===== src/rtl/bus_arbiter_8.sv =====
// 8-way round-robin bus arbiter with a per-owner hold limit.
// Outputs come straight from flops; req only feeds next-state logic.
module bus_arbiter_8 #(
  parameter int unsigned MAX_HOLD = 16
) (
  input  logic       clock,
  input  logic       reset_n,
  input  logic [7:0] req,
  output logic [2:0] sel,
  output logic [7:0] grant,
  output logic       busy,
  output logic [7:0] hold_cnt
);

  typedef enum logic {StIdle, StOwn} state_e;

  // Last legal hold_cnt value before forced re-arbitration.
  localparam logic [7:0] MaxCnt = 8'(MAX_HOLD - 1);

  state_e     state_q, state_d;
  logic [2:0] sel_q, sel_d;
  logic [2:0] last_q, last_d;
  logic [7:0] grant_q, grant_d;
  logic [7:0] hold_q, hold_d;

  logic       win_found;
  logic [2:0] win_idx;
  logic [2:0] cand;
  logic       release_own;

  // Round-robin search: first set req bit starting just above the last owner.
  always_comb begin
    win_found = 1'b0;
    win_idx   = 3'd0;
    cand      = 3'd0;
    for (int k = 0; k < 8; k++) begin
      cand = last_q + 3'(k + 1);
      if (!win_found && req[cand]) begin
        win_found = 1'b1;
        win_idx   = cand;
      end
    end
  end

  // Owner gives up the bus when it drops its request or hits the hold limit.
  always_comb begin
    release_own = !req[sel_q] || (hold_q == MaxCnt);
  end

  // Next-state: grant on any winning search, otherwise keep counting or go idle.
  always_comb begin
    state_d = state_q;
    sel_d   = sel_q;
    last_d  = last_q;
    grant_d = grant_q;
    hold_d  = hold_q;
    unique case (state_q)
      StIdle: begin
        if (win_found) begin
          state_d = StOwn;
          sel_d   = win_idx;
          last_d  = win_idx;
          grant_d = 8'b1 << win_idx;
          hold_d  = 8'd0;
        end
      end
      StOwn: begin
        if (release_own) begin
          if (win_found) begin
            // Covers hand-over and timeout re-grant to a lone requester.
            sel_d   = win_idx;
            last_d  = win_idx;
            grant_d = 8'b1 << win_idx;
            hold_d  = 8'd0;
          end else begin
            // sel keeps the previous owner so the bus mux stays stable.
            state_d = StIdle;
            grant_d = 8'd0;
            hold_d  = 8'd0;
          end
        end else begin
          hold_d = hold_q + 8'd1;
        end
      end
      default: begin
        state_d = StIdle;
        grant_d = 8'd0;
        hold_d  = 8'd0;
      end
    endcase
  end

  // State registers; last owner resets to 7 so the first search starts at 0.
  always_ff @(posedge clock or negedge reset_n) begin
    if (!reset_n) begin
      state_q <= StIdle;
      sel_q   <= 3'd0;
      last_q  <= 3'd7;
      grant_q <= 8'd0;
      hold_q  <= 8'd0;
    end else begin
      state_q <= state_d;
      sel_q   <= sel_d;
      last_q  <= last_d;
      grant_q <= grant_d;
      hold_q  <= hold_d;
    end
  end

  assign sel      = sel_q;
  assign grant    = grant_q;
  assign busy     = (state_q == StOwn);
  assign hold_cnt = hold_q;

endmodule

===== config.mk =====
export PLATFORM = sky130hd
export DESIGN_NAME = bus_arbiter_8
export DESIGN_NICKNAME = d
export VERILOG_FILES = /design/src/rtl/bus_arbiter_8.sv
export SDC_FILE = /design/constraint.sdc
export NUM_CORES = 1
export LEC_CHECK = 0
export ABC_AREA = 1
export BUFFER_PORTS_ARGS = -buffer_cell sky130_fd_sc_hd__buf_2
export CAP_MARGIN = 10
export CELL_PAD_IN_SITES_DETAIL_PLACEMENT = 1
export CELL_PAD_IN_SITES_GLOBAL_PLACEMENT = 1
export CORE_MARGIN = 5
export CORE_UTILIZATION = 40
export CTS_CLUSTER_DIAMETER = 60
export DETAILED_ROUTE_END_ITERATION = 8
export PLACE_DENSITY = 0.88
export SYNTH_ARGS = -nofsm -noshare
export SYNTH_HDL_FRONTEND = slang
export SYNTH_SLANG_ARGS = --single-unit

===== constraint.sdc =====
create_clock -name clock -period 3.7 [get_ports clock]
set_input_delay 0.555 -clock clock [delete_from_list [all_inputs] [get_ports clock]]
set_output_delay 0.555 -clock clock [all_outputs]
set_load 0.01 [all_outputs]

==> Yosys cells after proc, flatten, opt, wreduce, memory -nomap -nowiden <==
Index checks and enable logic that the tools add are counted.
{ "word_totals": {"romBits": 0, "in_bits": 10, "ram_bits": 0, "wordCells": 94, "mem_count": 0, "out_inout_bits": 20, "register_bits": 23, "latch_bits": 0} }
{ "op_classes": {"n_mux": 50, "n_eq_ne": 3, "n_lt_le_gt_ge": 9, "n_div": 0, "n_reduce_logical": 17, "n_addsub": 8, "shifts": 1, "multipliers": 0, "bitwise_logic": 1} }
{ "ops": {"columns": ["op", "n"], "rows": [
  ["8-bit 2-to-1 mux", 5],
  ["3-bit by 4-bit < comparator with 1-bit output, second input constant", 9],
  ["3-bit 2-to-1 mux", 12],
  ["8-bit case mux with 2 select lines", 2],
  ["1-bit binary-select mux with 3-bit select", 9],
  ["1-bit 2-to-1 mux", 19],
  ["3-bit adder, second input constant", 4],
  ["3-bit case mux with 2 select lines", 2],
  ["8-bit by 1-bit adder with 8-bit output, second input constant", 1],
  ["8-bit by 4-bit equality test with 1-bit output, second input constant", 1],
  ["1-bit zero test", 8],
  ["1-bit by 3-bit << shifter with 8-bit output, first input constant", 1],
  ["1-bit logical AND", 7],
  ["3-bit by 2-bit adder with 3-bit output, second input constant", 2],
  ["3-bit by 1-bit adder with 3-bit output, second input constant", 1],
  ["2-bit by 1-bit != test with 1-bit output, second input constant", 1],
  ["2-bit != test, second input constant", 1],
  ["1-bit case mux with 2 select lines", 1],
  ["2-bit AND reduction", 1],
  ["1-bit logical OR", 1],
  ["1-bit NOT", 1]
]} }

==> Depth between registers and ports, before layout <==
Gate-level depths: netlist of the first run.
{ "depth": {"ltp_word": 29, "depth_mapped": 19, "ltp_nobuf": 17} }

==> Worst setup path before layout of the first run <==
OpenSTA, ideal clock, no wires.
{ "synth_timing": {"path_type": "register to register", "start": "register last_q[0]", "end": "register sel_q[2], in the netlist sel[2]", "slack_ns": 1.074, "required_ns": 3.573, "t_arrival_ns": 2.499, "path_stages_with_launch": 17, "period_less_slack_ns": 2.626, "cell_sequence": "dfstp_2 inv_2 buf_6 ha_1 buf_2 inv_1 nand3_1 nand3_1 nand2_2 nor2_8 nand4_4 nor2_8 nand4_4 nand2_4 inv_2 nand2_2 o21ai_0"} }
{ "synth_between": {"elab_chain_cells": 28, "elab_cells_between_ends": 56} }
{ "synth_rtl": {"columns": ["element", "line_no", "source"], "rows": [
  ["from (decl)", "22", "logic [2:0] last_q, last_d;"],
  ["from (signal assigned)", "104", "last_q <= last_d;"],
  ["3-bit by 1-bit adder with 3-bit output", "37", "cand = last_q + 3'(k + 1);"],
  ["1-bit binary-select mux with 3-bit select", "38", "if (!win_found && req[cand]) begin"],
  ["1-bit 2-to-1 mux (implied by the code)", "38", null],
  ["1-bit 2-to-1 mux", "38", null],
  ["1-bit zero test", "38", null],
  ["1-bit logical AND", "38", null],
  ["1-bit 2-to-1 mux", "38", null],
  ["1-bit zero test", "38", null],
  ["[... 12 more ...]", null, null],
  ["1-bit logical AND", "38", null],
  ["1-bit 2-to-1 mux", "38", null],
  ["1-bit zero test", "38", null],
  ["1-bit logical AND", "38", null],
  ["3-bit 2-to-1 mux or 1-bit 2-to-1 mux (tied branches)", "38", null],
  ["3-bit 2-to-1 mux *", "59, 69", null],
  ["3-bit 2-to-1 mux", "68", "if (release_own) begin"],
  ["3-bit case mux with 2 select lines *", "57", "unique case (state_q)"],
  ["to (signal assigned)", "103", "sel_q <= sel_d;"],
  ["to (decl)", "21", "logic [2:0] sel_q, sel_d;"]
]} }
Every way passes the cells marked *; elsewhere a longest branch is shown, timed or not. The select of a mux whose other input is x is not followed.
A chain may end at the register's enable or synchronous reset.

==> Worst setup path after layout of the first run <==
{ "layout_timing": {"start": "register last_q[0]", "end": "register grant_q[5], in the netlist grant[5]"} }
{ "layout_between": {"elab_chain_cells": 29, "elab_cells_between_ends": 60} }
{ "layout_rtl": {"columns": ["element", "line_no", "source"], "rows": [
  ["3-bit by 1-bit adder with 3-bit output", "37", null],
  ["1-bit binary-select mux with 3-bit select", "38", null],
  ["1-bit 2-to-1 mux (implied by the code)", "38", null],
  ["1-bit 2-to-1 mux", "38", null],
  ["1-bit zero test", "38", null],
  ["1-bit logical AND", "38", null],
  ["1-bit 2-to-1 mux", "38", null],
  ["1-bit zero test", "38", null],
  ["[... 13 more ...]", null, null],
  ["1-bit 2-to-1 mux", "38", null],
  ["1-bit zero test", "38", null],
  ["1-bit logical AND", "38", null],
  ["3-bit 2-to-1 mux", "38", null],
  ["1-bit by 3-bit << shifter with 8-bit output", "63, 73", null],
  ["8-bit 2-to-1 mux", "69", "if (win_found) begin"],
  ["8-bit 2-to-1 mux", "68", null],
  ["8-bit case mux with 2 select lines", "57", null],
  ["to (signal assigned)", "105", "grant_q <= grant_d;"],
  ["to (decl)", "23", "logic [7:0] grant_q, grant_d;"]
]} }
Several ways; a longest one is shown, not always the timed one. The select of a mux whose other input is x is not followed.

==> summary.md, run 1 <==
| Metric | Value |
|---|---|
| Status | `finished, final reports clean` |
| Adder-cell share of the synthesized area | `0.0184` |
| Clk Tree Root Cell | `clkbuf_8` |
| Largest family of logic cells by synthesized area | `simple AND/OR/NAND/NOR gates` |
| Input/output buffers | `29` |
| Max Freq | `0.307 GHz` |
| Simple-gate share of the synthesized area | `0.483` |
| Clk Latency, worst-skew pair | `0.27 ns` |
| Routed len/inst | `15.7 um` |
| Crit start category | `flip-flop` |
| H-Tree Level Count | `1` |
| Top fanout value on the critical path | `15` |
| Layout cells sized above 1 | `0.193` |
| Top_reg_cell synth | `dfrtp_1` |
| Detailed Place HPWL | `5.21 mm` |
| FFs w/ async S/R, synth | `1.00` |
| Core Region | `5040 um2` |
| Row count | `26` |
| GRT Total Usage | `0.209` |
| Required @ worst endpoint | `3.89 ns` |
| Netlist Area Pre-Place | `2040 um2` |
| Clock slew at reported path FFs | `0.09 ns` |
| CTS resizes | `0` |
| Commonest cells after routing, fill and taps aside | `nand2_1 (92), nand3_1 (52), inv_1 (39), buf_2 (29), nor2_1 (21)` |
| Initial antenna violation count | `0` |
| Cells after synthesis | `309` |
| Final core occ | `0.449` |
| Post-synthesis xor/xnor area fraction | `0.0166` |
| Sequential standard cell area | `579 um2` |
| Final nets | `350` |
| Drt total wl | `6.36 mm` |
| DRT antenna net count | `0` |
| Worst-Margin Slew | `0.513 ns` |
| First-pass GRT wire length | `10.7 mm` |
| EDFF count, synth | `0` |
| MaxCap Viol Count | `0` |
| Crit path time final | `3.26 ns` |
| P&R area growth vs syn | `11.0%` |
| Area of the multi-input gates | `1240 um2` |
| Vias in the first global route | `2,191` |
| Mux cell area share after synthesis | `0` |
| Leading cell type in the layout, fill and taps excluded | `nand2_1` |
| DRC viols | `0` |
| Final RePlAce weighted congestion | `0.886` |
| CTS tree | `done` |
| Hold-fix buffers, CTS | `0` |
| Crit share post-route | `0.881` |
| Die X | `81.4 um` |
| CTS Sinks | `23` |
| Slew Limit Fails | `0` |
| Post-CTS Setup Repair Bufs | `0` |
| Critical path arrival | `3.45 ns` |
| Setup tns final | `0 ns` |
| Cell variety after synth | `34` |
| Critical path endpoint category | `flip-flop` |
| Syn Nets | `322` |
| Seq/Total Area, Yosys | `0.284` |
| Clk buf depth | `2` |
| Final hold slack | `0.243 ns` |
| Crit path kind | `reg -> reg` |
| Avg Cell Area, Syn | `6.60 um2` |
| Vias per std cell | `5.36` |
| Setup Skew | `0.00911 ns` |
| Die ar. | `6630 um2` |
| Place WS | `0.486 ns` |
| Vias | `2,175` |
| Final setup fails | `0` |
| Starting Density | `0.404` |
| ANT cells | `0` |
| Yosys warns | `0` |
| Total CTS buffers | `3` |
| # fillers | `696` |
| Pre-Repair DR Iteration Count | `4` |
| Yosys reg bits | `23` |
| Die H | `81.4 um` |
| Drt initial violations | `140` |
| Final Hold Viols | `0` |
| Num ports | `30` |
| Worst setup margin | `0.441 ns` |
| Hold Path Class | `in -> async` |
| Worst rel slew slack | `0.658` |
| Total grt overflow | `0` |
| Synth Area in Compound Gates | `0.0908` |
| Largest net degree at the start of global routing | `24` |
| RSZ-0062 raised after global routing | `no` |
## routing by layer
layer / vias up / routed length [um] / global-route usage
met5: - / 0 / 0
met4: 0 / 156 / 0.0709
met3: 13 / 199 / 0.0133
met2: 53 / 3210 / 0.361
met1: 1043 / 2790 / 0.274
li1: 1066 / - / -
## metrics by stage
stage | cell area (um2) | cells
finish | 2260 | 406
global route | 2260 | 406
CTS | 2260 | 406
detailed placement | 2220 | 402
global placement | 2220 | 402
floorplan | 2040 | 309
## sequential cells by signal (all words and copies together), names as in the netlist
signal / flops
hold_cnt: 8
busy: 1
grant: 8
sel: 3
last_q: 3
## synthesized netlist by cell type (3+ instances only)
master	count	area share
ha_1	3	0.018
inv_1	39	0.072
nand3_2	6	0.029
nand2_2	5	0.015
o21ai_0	15	0.037
buf_6	3	0.017
dfrtp_1	20	0.25
inv_2	5	0.0092
o21ai_1	4	0.0098
nand4_1	11	0.034
a21oi_1	4	0.0098
nor2_1	21	0.039
nand2_1	92	0.17
dfstp_2	3	0.039
nand3_1	52	0.13
## layout make-up
| type | count | share of cell area |
|---|---|---|
| Multi-Input combinational cell | 236 | 0.548 |
| Sequential cell | 23 | 0.256 |
| Inverter | 44 | 0.0729 |
| Timing Repair Buffer | 29 | 0.0641 |
| Tap cell | 70 | 0.0387 |
| Clock buffer | 3 | 0.0182 |
| Clock inverter | 1 | 0.00221 |
## critical path, cell delays in order (launching register included)
cell and delay (ns):
dfstp_2 0.69, inv_2 0.17, ha_1 0.47, inv_1 0.19, nand3_1 0.16, nand2_1 0.08, o21ai_0 0.41, inv_1 0.25
nand4_4 0.22, nand2_4 0.14, inv_2 0.14, nand2_2 0.11, o21ai_1 0.15
## worst paths after layout
| kind | start | endpoint | slack (ns) | cells after the start |
|---|---|---|---|---|
| worst min-delay path | reset_n | grant[3] | 0.24 | 1 |
| worst min register to register | grant[2] | grant[2] | 0.48 | 2 |
| min in group clock | grant[2] | grant[2] | 0.48 | 2 |
| worst max register to register | last_q[0] | grant[5] | 0.44 | 12 |
| max in group asynchronous | reset_n | last_q[0] | 3.08 | 1 |
| worst max-delay path | last_q[0] | grant[5] | 0.44 | 12 |
## kinds of logic after synthesis
family,count (synthesis)
XOR/XNOR,3
buffers and inverters,50
AND/OR/NAND/NOR,198
adder cells (fa/ha/maj),3
flip-flops,23
AO/OA/AOI/OAI,32
Power of run 1 is left out: the tool's default activity adds up to more than one toggle a clock period on the data nets, which glitch-free logic cannot reach.
==> run 2: changes to the inputs <==
--- a/config.mk
+++ b/config.mk
@@ -11,10 +11,11 @@
 export CELL_PAD_IN_SITES_DETAIL_PLACEMENT = 1
 export CELL_PAD_IN_SITES_GLOBAL_PLACEMENT = 1
 export CORE_MARGIN = 5
-export CORE_UTILIZATION = 40
+export CORE_UTILIZATION = 44
 export CTS_CLUSTER_DIAMETER = 60
 export DETAILED_ROUTE_END_ITERATION = 8
-export PLACE_DENSITY = 0.88
+export PLACE_DENSITY = 0.95
+export SLEW_MARGIN = 20
 export SYNTH_ARGS = -nofsm -noshare
 export SYNTH_HDL_FRONTEND = slang
 export SYNTH_SLANG_ARGS = --single-unit
==> constraint.sdc (replaced) <==
create_clock -name clock -period 4.15 [get_ports clock]
set_input_delay 0.6225 -clock clock [delete_from_list [all_inputs] [get_ports clock]]
set_output_delay 0.6225 -clock clock [all_outputs]
set_load 0.01 [all_outputs]
==> summary.md, run 2 (synthesized netlist as in run 1, its figures left out) <==
| Metric | Value |
|---|---|
| Worst-Margin Slew | `0.518 ns` |
| Hold-fix buffers, CTS | `0` |
| Detailed Place HPWL | `5.28 mm` |
| Leading cell type in the layout, fill and taps excluded | `nand2_1` |
| Crit path time final | `3.35 ns` |
| First-pass GRT wire length | `11.4 mm` |
| Final RePlAce weighted congestion | `0.934` |
| P&R area growth vs syn | `9.94%` |
| H-Tree Level Count | `1` |
| Pre-Repair DR Iteration Count | `4` |
| Die ar. | `6100 um2` |
| Setup Skew | `0.00654 ns` |
| Initial antenna violation count | `0` |
| Status | `finished, final reports clean` |
| Slowest stage delay, CP | `0.71 ns` |
| Final setup fails | `0` |
| Total grt overflow | `0` |
| Hold Path Class | `in -> async` |
| Setup tns final | `0 ns` |
| Total CTS buffers | `3` |
| Clk buf depth | `2` |
| Commonest cells after routing, fill and taps aside | `nand2_1 (92), nand3_1 (52), inv_1 (39), buf_2 (29), nor2_1 (21)` |
| CTS resizes | `0` |
| Starting Density | `0.462` |
| DRC viols | `0` |
| Clk Latency, worst-skew pair | `0.27 ns` |
| Worst rel slew slack | `0.654` |
| Final nets | `350` |
| Top fanout value on the critical path | `15` |
| Largest delay contributor family on the critical path | `simple AND/OR/NAND/NOR gates` |
| Post-CTS Setup Repair Bufs | `0` |
| Crit path kind | `reg -> reg` |
| Clock slew at reported path FFs | `0.09 ns` |
| Crit start category | `flip-flop` |
| Crit share post-route | `0.807` |
| CTS Sinks | `23` |
| DRT antenna net count | `0` |
| Vias in the first global route | `2,352` |
| Drt initial violations | `118` |
| Drt total wl | `6.67 mm` |
| Worst Path Buf+Inv | `3` |
| Critical path arrival | `3.48 ns` |
| Clk Tree Root Cell | `clkbuf_8` |
| ANT cells | `0` |
| Max Freq | `0.299 GHz` |
| Slew Limit Fails | `0` |
| Vias | `2,257` |
| Required @ worst endpoint | `4.28 ns` |
| Die H | `78.1 um` |
| Input/output buffers | `29` |
| CTS tree | `done` |
| Die X | `78.1 um` |
| Layout cells sized above 1 | `0.193` |
| Largest net degree at the start of global routing | `24` |
| Slowest CP cell | `dfstp_2` |
| Row count | `24` |
| Core Region | `4410 um2` |
| GRT Total Usage | `0.226` |
| MaxCap Viol Count | `0` |
| Routed len/inst | `17.2 um` |
| Critical path endpoint category | `flip-flop` |
| Final Hold Viols | `0` |
| Crit-path cells | `inv_2, ha_1, inv_1, nand3_1, nand3_1, nand2_2, nor2_8, nand4_4, nor2_8, nand4_4, nand2_4, inv_2, nand2_2, o21ai_0` |
| Num ports | `30` |
| RSZ-0062 raised after global routing | `no` |
| Vias per std cell | `5.82` |
[run 2: path summary, 6_finish.rpt]
| check | startpoint | to | slack, ns | cells past startpoint |
|---|---|---|---|---|
| worst max-delay path | last_q[0] | sel[2] | 0.80 | 14 |
| worst min-delay path | reset_n | hold_cnt[5] | 0.31 | 1 |
| worst max register to register | last_q[0] | sel[2] | 0.80 | 14 |
| worst min register to register | grant[1] | grant[1] | 0.48 | 2 |
| max in group asynchronous | reset_n | last_q[0] | 3.47 | 1 |
| min in group clock | grant[1] | grant[1] | 0.48 | 2 |
[run 2: layer usage]
metal / share of wire / vias to the layer above / GRT usage
met5: 0 / - / 0
met4: 0.025 / 0 / 0.0811
met3: 0.044 / 17 / 0.0229
met2: 0.49 / 79 / 0.387
met1: 0.44 / 1093 / 0.296
li1: - / 1068 / -
[run 2: stage by stage]
| step | cell area [um2] | util | hold WS, ns | setup WS (ns) | std cells |
|---|---|---|---|---|---|
| 2_1_floorplan | 2040 | - | 0.327 | 1.52 | 309 |
| 3_3_place_gp | 2200 | 0.497 | 0.465 | 1.12 | 384 |
| 3_5_place_dp | 2200 | 0.497 | 0.468 | 0.894 | 384 |
| 4_1_cts | 2240 | 0.508 | 0.327 | 0.821 | 388 |
| 5_1_grt | 2240 | 0.508 | 0.335 | 0.605 | 388 |
| 6_report | 2240 | 0.508 | 0.313 | 0.803 | 388 |
[run 2: layout make-up]
class                           instances  area, um2
Tap cell                               52       65.1
Clock buffer                            3       41.3
Clock inverter                          1       5.00
Multi-Input combinational cell        236       1240
Inverter                               44        165
Timing Repair Buffer                   29        145
Fill cell                             614       2170
Sequential cell                        23        579
[run 2: worst register-to-register path: cells and delay by family, from the launching register on]
family	cells	cell delay (ns)
flops	1	0.71
buf+inv	3	0.48
compound gates	1	0.14
simple gates	9	1.45
fa+ha+maj	1	0.44
Power of run 2 is left out for the same reason.
==> run 3: changes to the inputs <==
--- a/config.mk
+++ b/config.mk
@@ -5,16 +5,16 @@
 export SDC_FILE = /design/constraint.sdc
 export NUM_CORES = 1
 export LEC_CHECK = 0
-export ABC_AREA = 1
+export ABC_AREA = 0
 export BUFFER_PORTS_ARGS = -buffer_cell sky130_fd_sc_hd__buf_2
 export CAP_MARGIN = 10
 export CELL_PAD_IN_SITES_DETAIL_PLACEMENT = 1
 export CELL_PAD_IN_SITES_GLOBAL_PLACEMENT = 1
 export CORE_MARGIN = 5
-export CORE_UTILIZATION = 44
+export CORE_UTILIZATION = 40
 export CTS_CLUSTER_DIAMETER = 60
 export DETAILED_ROUTE_END_ITERATION = 8
-export PLACE_DENSITY = 0.95
+export PLACE_DENSITY = 0.85
 export SLEW_MARGIN = 20
 export SYNTH_ARGS = -nofsm -noshare
 export SYNTH_HDL_FRONTEND = slang
==> constraint.sdc (replaced) <==
create_clock -name clock -period 3 [get_ports clock]
set_input_delay 0.45 -clock clock [delete_from_list [all_inputs] [get_ports clock]]
set_output_delay 0.45 -clock clock [all_outputs]
set_load 0.01 [all_outputs]
==> summary.md, run 3 <==
| Metric | Value |
|---|---|
| Hold-fix buffers, CTS | `0` |
| Worst rel slew slack | `0.654` |
| P&R area growth vs syn | `22.5%` |
| Starting Density | `0.413` |
| Worst-Margin Slew | `0.518 ns` |
| Total CTS buffers | `3` |
| Synth top area cells | `dfrtp_1 (24%), mux4_2 (13%), mux2i_1 (5.2%), nand2_1 (4.6%), o21ai_0 (4.0%)` |
| H-Tree Level Count | `1` |
| CP Launch Point | `last_q[1]` |
| DRT antenna net count | `0` |
| Drt total wl | `6.98 mm` |
| Crit path time final | `3.05 ns` |
| Vias in the first global route | `2,064` |
| Crit path kind | `reg -> reg` |
| Drt initial violations | `88` |
| Largest net degree at the start of global routing | `24` |
| Place WS | `0.0344 ns` |
| DRC viols | `0` |
| Yosys warns | `0` |
| CTS Sinks | `23` |
| Num ports | `30` |
| Setup Skew | `0.00357 ns` |
| Yosys reg bits | `23` |
| Clk buf depth | `2` |
| Total grt overflow | `0` |
| Yosys top cell by area | `dfrtp_1` |
| Final setup fails | `8` |
| Pre-Repair DR Iteration Count | `4` |
| FFs w/ async S/R, synth | `1.00` |
| Routed len/inst | `20.8 um` |
| Required @ worst endpoint | `3.20 ns` |
| Die ar. | `6860 um2` |
| Hold Path Class | `in -> async` |
| Post-synth top area share | `0.236` |
| Commonest cells after routing, fill and taps aside | `buf_2 (29), nand2_1 (24), buf_4 (22), dfrtp_1 (20), o21ai_0 (17)` |
| Leading cell type in the layout, fill and taps excluded | `buf_2` |
| Top cells by count, synth | `nand2_1 (26), dfrtp_1 (20), o21ai_0 (17)` |
| Final nets | `279` |
| Clk Tree Root Cell | `clkbuf_8` |
| Reg2reg start | `last_q[1]` |
| Netlist Area Pre-Place | `2120 um2` |
| Cells after synthesis | `217` |
| Final core occ | `0.506` |
| Cell area after layout | `2600 um2` |
| RSZ-0062 raised after global routing | `yes` |
| Placed cell area | `2420 um2` |
| Row count | `26` |
| Slew Limit Fails | `0` |
| Die X | `82.8 um` |
| Top fanout value on the critical path | `6` |
| Critical path endpoint category | `flip-flop` |
| Max Freq | `0.328 GHz` |
| GRT Total Usage | `0.185` |
| Final Hold Viols | `0` |
| Clock slew at reported path FFs | `0.08 ns` |
| Failing checks | `setup timing` |
| Core Region | `5140 um2` |
| Status | `finished, violations left` |
| MaxCap Viol Count | `0` |
| Clk Latency, worst-skew pair | `0.27 ns` |
| Cell variety after synth | `54` |
| First-pass GRT wire length | `10.6 mm` |
| Crit share post-route | `1.02` |
| Layout cells sized above 1 | `0.389` |
| Initial antenna violation count | `0` |
| Critical path arrival | `3.26 ns` |
| Top_reg_cell synth | `dfrtp_1` |
| Avg Cell Area, Syn | `9.78 um2` |
| R2r setup slk | `-0.05 ns` |
| ANT cells | `0` |
| Input/output buffers | `29` |
| Syn Nets | `230` |
| Worst setup margin | `-0.0515 ns` |
| Final RePlAce weighted congestion | `0.843` |
| Most instantiated library cell after synthesis | `nand2_1` |
| Detailed Place HPWL | `4.99 mm` |
| Vias | `2,061` |
| EDFF count, synth | `0` |
| Vias per std cell | `6.15` |
| CTS tree | `done` |
| Seq/Total Area, Yosys | `0.273` |
| Crit start category | `flip-flop` |
| Die H | `82.8 um` |
run 3: cell count changes after synthesis, sizes merged, moves of 6 or more:
cell,previous run,this run
nand2b,0,8
nor2,24,13
mux2i,0,12
a22oi,0,6
nand3,58,9
a32o,0,7
inv,44,7
nand4,13,4
nand2,99,27
mux2,0,7
mux4,0,12
run 3: logic make-up (layout without fill, tap and decap cells):
group           after synthesis  in the layout  share of synthesized area
fa+ha+maj                     3              3                     0.0177
mux                          31             31                      0.229
compound gates               62             62                      0.219
buf+inv                      18             66                     0.0436
xor+xnor                      5              5                     0.0206
flops                        23             23                      0.273
simple gates                 75             75                      0.198
run 3: what timing repair did:
item	CTS	global route
setup buffers	0	10
gates resized for setup	0	13
endpoints found under the setup margin	0	18
run 3: worst max-delay path: stages, from the launching register on:
cell and delay, ns:
dfstp_2 0.58, inv_4 0.06, ha_4 0.28, mux4_2 0.58, mux2i_4 0.28, nand4_1 0.25, o221ai_2 0.30, o41ai_4 0.15
clkbuf_16 0.18, nor2_4 0.14, a32o_1 0.20
run 3: worst paths after layout:
path                             endpoint  cells after the start
worst max-delay path             grant[3]                     10
worst min-delay path             grant[4]                      1
worst max register to register   grant[3]                     10
worst min register to register   grant[7]                      1
max in group asynchronous       last_q[1]                      1
min in group clock               grant[7]                      1
run 3: through the flow:
| step | cells | hold WS, ns | TNS [ns] |
|---|---|---|---|
| final | 335 | 0.149 | -0.227 |
| after global routing | 335 | 0.185 | -1.41 |
| after CTS | 325 | 0.169 | 0 |
| after detailed placement | 321 | 0.456 | 0 |
| after global placement | 321 | 0.450 | 0 |
| after floorplan | 217 | 0.154 | -0.359 |
run 3: metal layers:
metal | track usage | wire length (um) | up-vias
met3 | 0.0267 | 297 | 14
met4 | 0.0461 | 136 | 0
met5 | 0 | 0 | -
li1 | - | - | 936
met1 | 0.246 | 2940 | 1045
met2 | 0.315 | 3600 | 66
run 3: final cells by class:
cell class | count | area, um2
Tap cell | 70 | 87.6
Clock buffer | 4 | 45.0
Sequential cell | 23 | 579
Timing Repair Buffer | 55 | 369
Inverter | 7 | 28.8
Fill cell | 637 | 2540
Multi-Input combinational cell | 176 | 1490
Power of run 3 is left out for the same reason.
